==> config.mk <==
export PLATFORM = sky130hd
export DESIGN_NAME = if_id_buffer
export DESIGN_NICKNAME = d
export VERILOG_FILES = /design/src/rtl/if_id_buffer.sv
export SDC_FILE = /design/constraint.sdc
export NUM_CORES = 1
export LEC_CHECK = 0
export CAP_MARGIN = 20
export CORE_AREA = 5 5 136 138
export DETAILED_ROUTE_END_ITERATION = 10
export DIE_AREA = 0 0 141 143
export GPL_TIMING_DRIVEN = 0
export PLACE_DENSITY = 0.86
export SYNTH_ARGS = -nofsm -noshare
export SYNTH_HDL_FRONTEND = slang
export SYNTH_SLANG_ARGS = --single-unit
==> constraint.sdc <==
create_clock -name clk -period 10.5 [get_ports clk]
set_input_delay 1.05 -clock clk [delete_from_list [all_inputs] [get_ports clk]]
set_output_delay 1.05 -clock clk [all_outputs]
set_load 0.02 [all_outputs]
==> src/rtl/if_id_buffer.sv <==
// if_id_buffer: two-entry fetch-to-decode instruction buffer.
// Holds {instr, pc, pc_plus4} in a circular FIFO and hands the head entry to
// decode over a valid/ready handshake. in_ready comes from registered
// occupancy only, so it can drive the PC enable without a combinational loop
// through decode or the branch unit. A taken branch (flush) empties the
// buffer and drops the same-cycle fetch.
module if_id_buffer #(
  parameter int WORD      = 32,
  parameter int INSTR_LEN = 32,
  parameter int CNT_W     = 16
) (
  input  logic                 clk,
  input  logic                 reset,
  input  logic                 in_valid,
  input  logic [INSTR_LEN-1:0] in_instr,
  input  logic [WORD-1:0]      in_pc,
  input  logic [WORD-1:0]      in_pc_plus4,
  output logic                 in_ready,
  input  logic                 flush,
  output logic                 out_valid,
  output logic [INSTR_LEN-1:0] out_instr,
  output logic [WORD-1:0]      out_pc,
  output logic [WORD-1:0]      out_pc_plus4,
  input  logic                 out_ready,
  output logic [1:0]           count,
  output logic [CNT_W-1:0]     stall_cycles
);

  // Entry payloads; never reset because every output is masked by out_valid.
  logic [INSTR_LEN-1:0] instr_mem [2];
  logic [WORD-1:0]      pc_mem    [2];
  logic [WORD-1:0]      pc4_mem   [2];

  logic       head;
  logic       tail;
  logic [1:0] occ;
  logic       push;
  logic       pop;
  logic       stall;

  // Saturating increment: sticks at all-ones instead of wrapping.
  function automatic logic [CNT_W-1:0] sat_inc(input logic [CNT_W-1:0] v);
    return (&v) ? v : v + CNT_W'(1);
  endfunction

  assign in_ready  = (occ != 2'd2);
  assign out_valid = (occ != 2'd0);
  assign count     = occ;

  // Flush wins over both handshakes: nothing is captured and nothing popped.
  assign push  = in_valid & in_ready & ~flush;
  assign pop   = out_valid & out_ready & ~flush;
  assign stall = in_valid & ~in_ready & ~flush;

  assign out_instr    = out_valid ? instr_mem[head] : '0;
  assign out_pc       = out_valid ? pc_mem[head]    : '0;
  assign out_pc_plus4 = out_valid ? pc4_mem[head]   : '0;

  // Pointer, occupancy and stall-statistic state; flush rewinds both pointers.
  always_ff @(posedge clk or negedge reset) begin
    if (!reset) begin
      occ          <= 2'd0;
      head         <= 1'b0;
      tail         <= 1'b0;
      stall_cycles <= '0;
    end else begin
      if (stall) stall_cycles <= sat_inc(stall_cycles);
      if (flush) begin
        occ  <= 2'd0;
        head <= 1'b0;
        tail <= 1'b0;
      end else begin
        if (push) tail <= ~tail;
        if (pop)  head <= ~head;
        case ({push, pop})
          2'b10:   occ <= occ + 2'd1;
          2'b01:   occ <= occ - 2'd1;
          default: occ <= occ;
        endcase
      end
    end
  end

  // Capture the fetched instruction into the tail slot on an accepted push.
  always_ff @(posedge clk) begin
    if (push) begin
      instr_mem[tail] <= in_instr;
      pc_mem[tail]    <= in_pc;
      pc4_mem[tail]   <= in_pc_plus4;
    end
  end

endmodule

* Word-level counts from Yosys, hierarchy flattened
Memory sizes are Yosys's and may differ from the RTL's. Index checks and enable logic that the tools add are counted.
Cells by class: $add $sub $neg 3, reductions and logical operators 6, equal/unequal tests 3, mux-type cells 11, bitwise logic cells 11
Operators by type and width (number):
- two-way mux 32 bit | 3
- adder 16 x 1 -> 16 bit (second input constant) | 1
- AND reduction 16 bit | 1
- AND 1 bit | 6
- two-way mux 1 bit | 6
- nonzero test 2 bit | 3
- NOT 1 bit | 5
- one-hot mux 2 bit (2 select lines) | 1
- nonzero test 3 bit | 1
- adder 2 x 1 -> 2 bit (second input constant) | 1
- equality test 2 x 1 -> 1 bit (second input constant) | 1
- equality test 2 bit (second input constant) | 1
- two-way mux 2 bit | 1
- inequality test 2 bit (second input constant) | 1
- AND reduction 2 bit | 1
- subtractor 2 x 1 -> 2 bit (second input constant) | 1
Word-level totals: memories kept 3, word-level logic and storage cells 41, output and inout bits 116, bits in writable memories 192, register bits after elaboration 20, input port bits 101
Memories:
- instr_mem | depth 2, width 32, rd ports 1, clocked after Yosys merged registers in 0, wr ports 1, line 30 | logic [INSTR_LEN-1:0] instr_mem [2];
- pc4_mem | depth 2, width 32, rd ports 1, clocked after Yosys merged registers in 0, wr ports 1, line 32 | logic [WORD-1:0] pc4_mem [2];
- pc_mem | depth 2, width 32, rd ports 1, clocked after Yosys merged registers in 0, wr ports 1, line 31 | logic [WORD-1:0] pc_mem [2];

* Logic depth before layout (Yosys ltp)
Gate-level depths: netlist (run 1).
depth after elaboration 6, mapped depth 6, gate-level depth less buffers 5

* Worst setup path before layout (run 1)
Ideal clock, no wire load.
path type input port to flip-flop, from in in_valid, to mem instr_mem[1][0], enable pin, library setup time 688 ps, stages 2, arrival 8150 ps, setup slack 1662 ps, cells stage by stage nand2_1 -> nor3b_1
On the way: longest elaborated chain between the ends 4
Ends and longest elaborated chain:
- from (decl) | line 14 | input logic in_valid,
- AND 1 bit (2 in series) | line 51 | assign push = in_valid & in_ready & ~flush;
- two-way mux 1 bit | line 86 | if (push) begin
- two-way mux 1 bit (implied by the code) | line 87 | instr_mem[tail] <= in_instr;
- to (decl) | line 30
Every way passes these cells.

* Worst setup path after layout (run 1)
from reg occ[0], in the netlist count[0], to out out_pc_plus4[17]
On the way: longest elaborated chain between the ends 2
Ends and longest elaborated chain:
- from (decl) | line 36 | logic [1:0] occ;
- from (signal assigned) | line 76 | 2'b10: occ <= occ + 2'd1;
- from (signal assigned) | line 77 | 2'b01: occ <= occ - 2'd1;
- nonzero test 2 bit | line 47 | assign out_valid = (occ != 2'd0);
- two-way mux 32 bit | line 57 | assign out_pc_plus4 = out_valid ? pc4_mem[head] : '0;
- to (decl) | line 23 | output logic [WORD-1:0] out_pc_plus4,
Every way passes these cells.

==> flow_metrics.tcl, run 1 <==
set metrics [dict create \
    outcome "complete, no violations" \
    synthSimpleGateAreaFrac 0.0811 \
    met2_usage 0.327 \
    cts_resized 0 \
    grt_overflow_total 0 \
    final_area_um2 11600 \
    port_buffers 216 \
    setup_violations 0 \
    power_leakage_uw 0.00402 \
    grt_first_pass_wirelength_um 28900 \
    ys_ff_latch 212 \
    dominantRegCellSynth "edfxtp_1" \
    synth_edf_count 192 \
    pwr_density_cell_nw_per_um2 174 \
    final_nets 866 \
    cts_buffer_depth 3 \
    worst_slew_pin_slew_ns 0.911 \
    synthXorXnorAreaFrac 0.0106 \
    multiInputGateArea_um2 1870 \
    maxCapViolations 0 \
    synth_top_cell_by_area "edfxtp_1" \
    fillers 1114 \
    finalCriticalPeriod_ns 4.27 \
    die_h_um 143 \
    dpl_cell_area_um2 10900 \
    gp_congestion 0.857 \
    die_w_um 141 \
    drv_slew 0 \
    synth_fa_ha_area_frac 0.00152 \
    yosysSeqAreaShare 0.761 \
    synth_most_common_cell "edfxtp_1" \
    syn-num-nets 608 \
    seqCellArea_um2 6270 \
    crit_path_max_incr_delay_ns 0.65 \
    cts_hold_buf 0 \
    cts_tree "done" \
    fin_skew_ns 0.00760 \
    cp_top_family "buffers and inverters" \
    synth.top_cell.area_share 0.700 \
    postSynthAreaPerCell_um2 16.3 \
    synth_compound_gate_area_share 0.00760 \
    synthTopCellsByCount "edfxtp_1 (192), nor2_1 (107), mux2i_1 (97)" \
    num_io_pins 217 \
    grt_max_degree 21 \
    timing.final.crit_share 0.406 \
    netlist_top_cells_area "edfxtp_1 (70%), mux2i_1 (12%), dfrtp_1 (6.1%)" \
    yosys-mux-area-fraction 0.125 \
    numCtsBuffers 22 \
    crit_chain "nor2_1 -> clkbuf_1 -> clkbuf_1 -> nor2_1 -> clkdlybuf4s50_1" \
    irDropWorstVdd_mv 0.141 \
    finalWirelength_um 18600 \
    cp.required_ns 9.45 \
    vias 5144 \
    layout-drive-gt1-share 0.0897 \
    slowest_stage "nor2_1" \
    drt_first_pass_iters 4 \
    drc_errors 0 \
    synthesis.instances 506 \
    rsz0062_at_grt "false" \
    area_growth_pct 41.1 \
    dp_hpwl_um 13800 \
    critPathMaxFanout 10 \
    cp.depth 5 \
    path_clk_slew_ns 0.06 \
    fin_util 0.681 \
    wl_per_cell_um 18.5 \
    synth_cell_types 36 \
    grtUsageMet3 0.0499 \
    grt.met1_usage 0.210 \
    start_util 0.483 \
    vias_per_cell 5.12 \
    top_usage_layer "met2" \
    hold_viol_final 0 \
    cts.sinks 212 \
    netlist_area_um2 8230 \
    grt_pass1_vias 5645 \
    cts_setup_buffers 0 \
    die-area_um2 20200 \
    yosys_warnings 0 \
    worstPathArrival_ns 3.22 \
    initialDrtViolationCount 237 \
    async_reset_ff_frac 0.0943 \
    critPathLaunchType "register" \
    hold_path_class "register to register" \
    postRouteAntennaNets 0 \
    fmax_mhz 234 \
    holdWs_ns 0.523 \
    worstSetupPathType "register to primary output" \
    reg2regPathDepth 9 \
    root_buffer "clkbuf_16" \
    rows 48 \
    grt_use_total 0.180 \
    clock_latency_ns 0.48 \
    slew_headroom 0.391 \
    crit_buf_inv 3 \
    h-tree-depth 1 \
    antenna_found_initial 0 \
    antenna_cells 0 \
    min_path_cells 1 \
    synth_top_family_by_area "multiplexers" \
    end_kind "primary output" \
    core_um2 17100 \
]
## registers in the layout, summed over array words and instances (netlist names)
name,flops
instr_mem,64
pc4_mem,64
pc_mem,64
stall_cycles,16
count,2
head,1
tail,1
## kinds of logic (layout without fill, tap and decap cells)
kind of cell | after synthesis | after routing
simple gates | 147 | 147
compound gates | 10 | 10
flops | 212 | 212
buf+inv | 24 | 298
mux | 102 | 102
xor+xnor | 10 | 10
fa+ha+maj | 1 | 1
## layout make-up
type | instances | area share
clock buffers | 35 | 0.0543
repair buffers | 234 | 0.204
inverters | 1 | 0.000323
well taps | 225 | 0.0242
flip-flops and latches | 212 | 0.539
clock inverters | 5 | 0.00851
multi-input cells | 270 | 0.161
plain buffers | 23 | 0.00915
## cells in the final DEF, fill, tap and decap left out, types with 2 or more instances in the layout
cell type | Yosys | final
clkdlybuf4s50_1 | 0 | 216
edfxtp_1 | 192 | 192
nor2_1 | 107 | 107
mux2i_1 | 97 | 97
clkbuf_16 | 0 | 23
clkbuf_1 | 10 | 21
dfrtp_1 | 20 | 20
buf_6 | 1 | 19
buf_2 | 10 | 10
xor2_1 | 10 | 10
nand2_1 | 9 | 9
nand3_1 | 6 | 6
nor3_2 | 4 | 5
mux2_2 | 3 | 3
a21oi_1 | 3 | 3
nor3_1 | 4 | 3
bufinv_16 | 0 | 3
buf_1 | 2 | 2
nand2b_1 | 2 | 2
nand4_1 | 2 | 2
nor3b_1 | 3 | 2
o21ai_0 | 2 | 2
or2_2 | 2 | 2
mux2_1 | 2 | 2
## report_power, final
part | leakage [µW] | total [µW] | internal (µW) | switching (µW)
Clock | 0.000351 | 773 | 484 | 289
Combinational | 0.00163 | 278 | 133 | 145
Sequential | 0.00204 | 971 | 960 | 11.6
## final timing paths
kind / from / to / slack (ns)
max in group asynchronous: reset / stall_cycles[4] / 8.86
setup / recovery: count[0] / out_pc_plus4[17] / 6.23
hold / removal: stall_cycles[0] / stall_cycles[0] / 0.52
setup reg to reg: count[0] / pc_mem[1][9] / 7.59
hold reg to reg: stall_cycles[0] / stall_cycles[0] / 0.52
min in group asynchronous: reset / stall_cycles[10] / 1.08
## through the flow
stage	total power (µW)	TNS, ns	cells	setup WS (ns)
4_1_cts	2040	0	1005	6.17
3_3_place_gp	1260	-351.90	947	-2.22
3_5_place_dp	1270	0	965	6.56
6_report	2020	0	1005	6.23
5_1_grt	2090	0	1005	6.01
2_1_floorplan	1120	0	506	1.66
## worst register-to-register path, stage by stage, from the launching register on
cell and delay, ns:
dfrtp_1 0.48, nand2b_1 0.23, nand2_1 0.15, nor3b_2 0.62
buf_6 0.24, buf_6 0.15, buf_6 0.18, buf_6 0.20
buf_6 0.19, buf_6 0.18
## per-layer routing
| layer | part of all wire | wire (µm) | vias up |
|---|---|---|---|
| li1 | - | - | 2398 |
| met1 | 0.37 | 6890 | 2478 |
| met2 | 0.52 | 9610 | 233 |
| met3 | 0.089 | 1650 | 35 |
| met4 | 0.023 | 429 | 0 |
| met5 | 0 | 0 | - |
(Power assumes the default switching activity.)
==> run 2: changes to the inputs <==
==> constraint.sdc (replaced) <==
create_clock -name clk -period 4.01 [get_ports clk]
set_input_delay 0.401 -clock clk [delete_from_list [all_inputs] [get_ports clk]]
set_output_delay 0.401 -clock clk [all_outputs]
set_load 0.02 [all_outputs]
==> flow_metrics.tcl, run 2 (synthesis gave the netlist of run 1 again) <==
set metrics [dict create \
    outcome "complete, no violations" \
    num_io_pins 217 \
    hold_viol_final 0 \
    cts.sinks 212 \
    grt_max_degree 22 \
    vias 5078 \
    power_leakage_uw 0.00402 \
    worstPathArrival_ns 3.20 \
    dp_hpwl_um 13300 \
    path_clk_slew_ns 0.06 \
    fin_skew_ns 0.00955 \
    crit_path_max_incr_delay_ns 0.64 \
    comb_power_share 0.142 \
    worstSetupPathType "register to primary output" \
    gp_congestion 0.822 \
    slowest_stage "nor2_1" \
    cts_hold_buf 0 \
    grt_pass1_vias 5390 \
    final_nets 859 \
    setup_violations 0 \
    p_switching_uw 1200 \
    start_util 0.483 \
    grt_first_pass_wirelength_um 28300 \
    power_frac_seq 0.489 \
    die_h_um 143 \
    die_w_um 141 \
    vias_per_cell 5.08 \
    die-area_um2 20200 \
    layout-drive-gt1-share 0.0893 \
    ff2ff_setup_slack_ns 1.52 \
    tns_ns 0 \
    p_int_uw 4000 \
    numCtsBuffers 22 \
    port_buffers 216 \
    root_buffer "clkbuf_16" \
    sw_frac_of_total 0.230 \
    cts_resized 0 \
    hold_path_class "input pin to asynchronous set/reset pin" \
    timing.final.crit_share 0.898 \
    critPathLaunchType "register" \
    initialDrtViolationCount 195 \
    core_um2 17100 \
    power_uw 5200 \
    slew_headroom 0.396 \
    cp.required_ns 3.61 \
    power.share.clock 0.369 \
    rows 48 \
    final_common_cell "clkdlybuf4s50_1" \
    crit_chain "nor2_1 -> clkbuf_1 -> clkbuf_1 -> nor2_1 -> clkdlybuf4s50_1" \
    reg2regPathDepth 5 \
    area_growth_pct 41.5 \
    r2r_end "instr_mem[1][0]" \
    fmax_mhz 278 \
    cts_setup_buffers 0 \
    clock_latency_ns 0.50 \
    holdWs_ns 0.311 \
    worst_slew_pin_slew_ns 0.905 \
    end_kind "primary output" \
    grt_use_total 0.180 \
    reg_top3 "instr_mem x64, pc4_mem x64, pc_mem x64" \
    h-tree-depth 1 \
    maxCapViolations 0 \
    irDropWorstVdd_mv 0.450 \
    grt_overflow_total 0 \
    pwr_density_cell_nw_per_um2 446 \
    finalWirelength_um 18600 \
    r2r_start "count[0]" \
    finalCriticalPeriod_ns 3.60 \
    cts_tree "done" \
    rsz0062_at_grt "false" \
    final_cell_mix "clkdlybuf4s50_1 (216), edfxtp_1 (192), nor2_1 (107)" \
    drc_errors 0 \
    drt_first_pass_iters 6 \
    postRouteAntennaNets 0 \
    cts_buffer_depth 3 \
    critPathMaxFanout 10 \
    drv_slew 0 \
    wl_per_cell_um 18.6 \
    antenna_found_initial 2 \
    fin_util 0.683 \
]
## run 2: cell count changes in the layout (fill, tap and decap cells not counted), moves of 2 or more
cell       change
buf_16         +7
bufinv_16      -2
clkbuf_1       -6
buf_6         -18
clkinv_2       +6
buf_8          +4
## run 2: worst max path at each step
| stage | from | endpoint | slack, ns | depth (start not counted) |
|---|---|---|---|---|
| 3_3_place_gp | in_valid | pc4_mem[1][3] | -1.28 | 3 |
| 5_1_grt | count[1] | out_pc_plus4[12] | 0.18 | 5 |
| 4_1_cts | count[0] | out_pc_plus4[19] | 0.32 | 5 |
| 2_1_floorplan | count[0] | instr_mem[1][0] | 0.03 | 3 |
| 6_report | count[0] | out_pc_plus4[12] | 0.41 | 5 |
| 3_5_place_dp | count[0] | out_pc_plus4[9] | 0.89 | 5 |
## run 2: cell type report
cell class | count | area [µm²]
antenna | 1 | 2.50
tap | 225 | 282
clock inverter | 11 | 85.1
inverter | 1 | 3.75
fill | 1130 | 5410
timing repair buffer | 227 | 2410
clock buffer | 29 | 608
buffer | 23 | 106
multi-input combinational | 270 | 1880
sequential | 212 | 6270
## run 2: power groups by stage
stage | Sequential, µW | Combinational [µW] | Clock [µW]
after floorplan | 2600 | 335 | 0
after global placement | 2590 | 692 | 0
after detailed placement | 2590 | 739 | 0
after CTS | 2540 | 746 | 1970
after global routing | 2550 | 788 | 2070
final | 2540 | 740 | 1920
## run 2: critical path: cells and delay by family, from the launching register on
family,cells,cell delay (ns)
buffers and inverters,3,1.48
DFF,1,0.45
and+or+nand+nor,2,0.77
## run 2: layer usage
layer,GRT usage,wire [µm],vias up
met2,0.320,9620,198
met5,0,11,-
met3,0.0489,1410,37
li1,-,-,2381
met1,0.213,7070,2460
met4,0.0581,501,2
## run 2: stage by stage
| stage | area, µm² | setup WS, ns | instances |
|---|---|---|---|
| 3_3_place_gp | 10700 | -1.28 | 947 |
| 2_1_floorplan | 8260 | 0.0329 | 506 |
| 5_1_grt | 11600 | 0.182 | 999 |
| 6_report | 11600 | 0.410 | 999 |
| 4_1_cts | 11600 | 0.317 | 997 |
| 3_5_place_dp | 10900 | 0.890 | 957 |
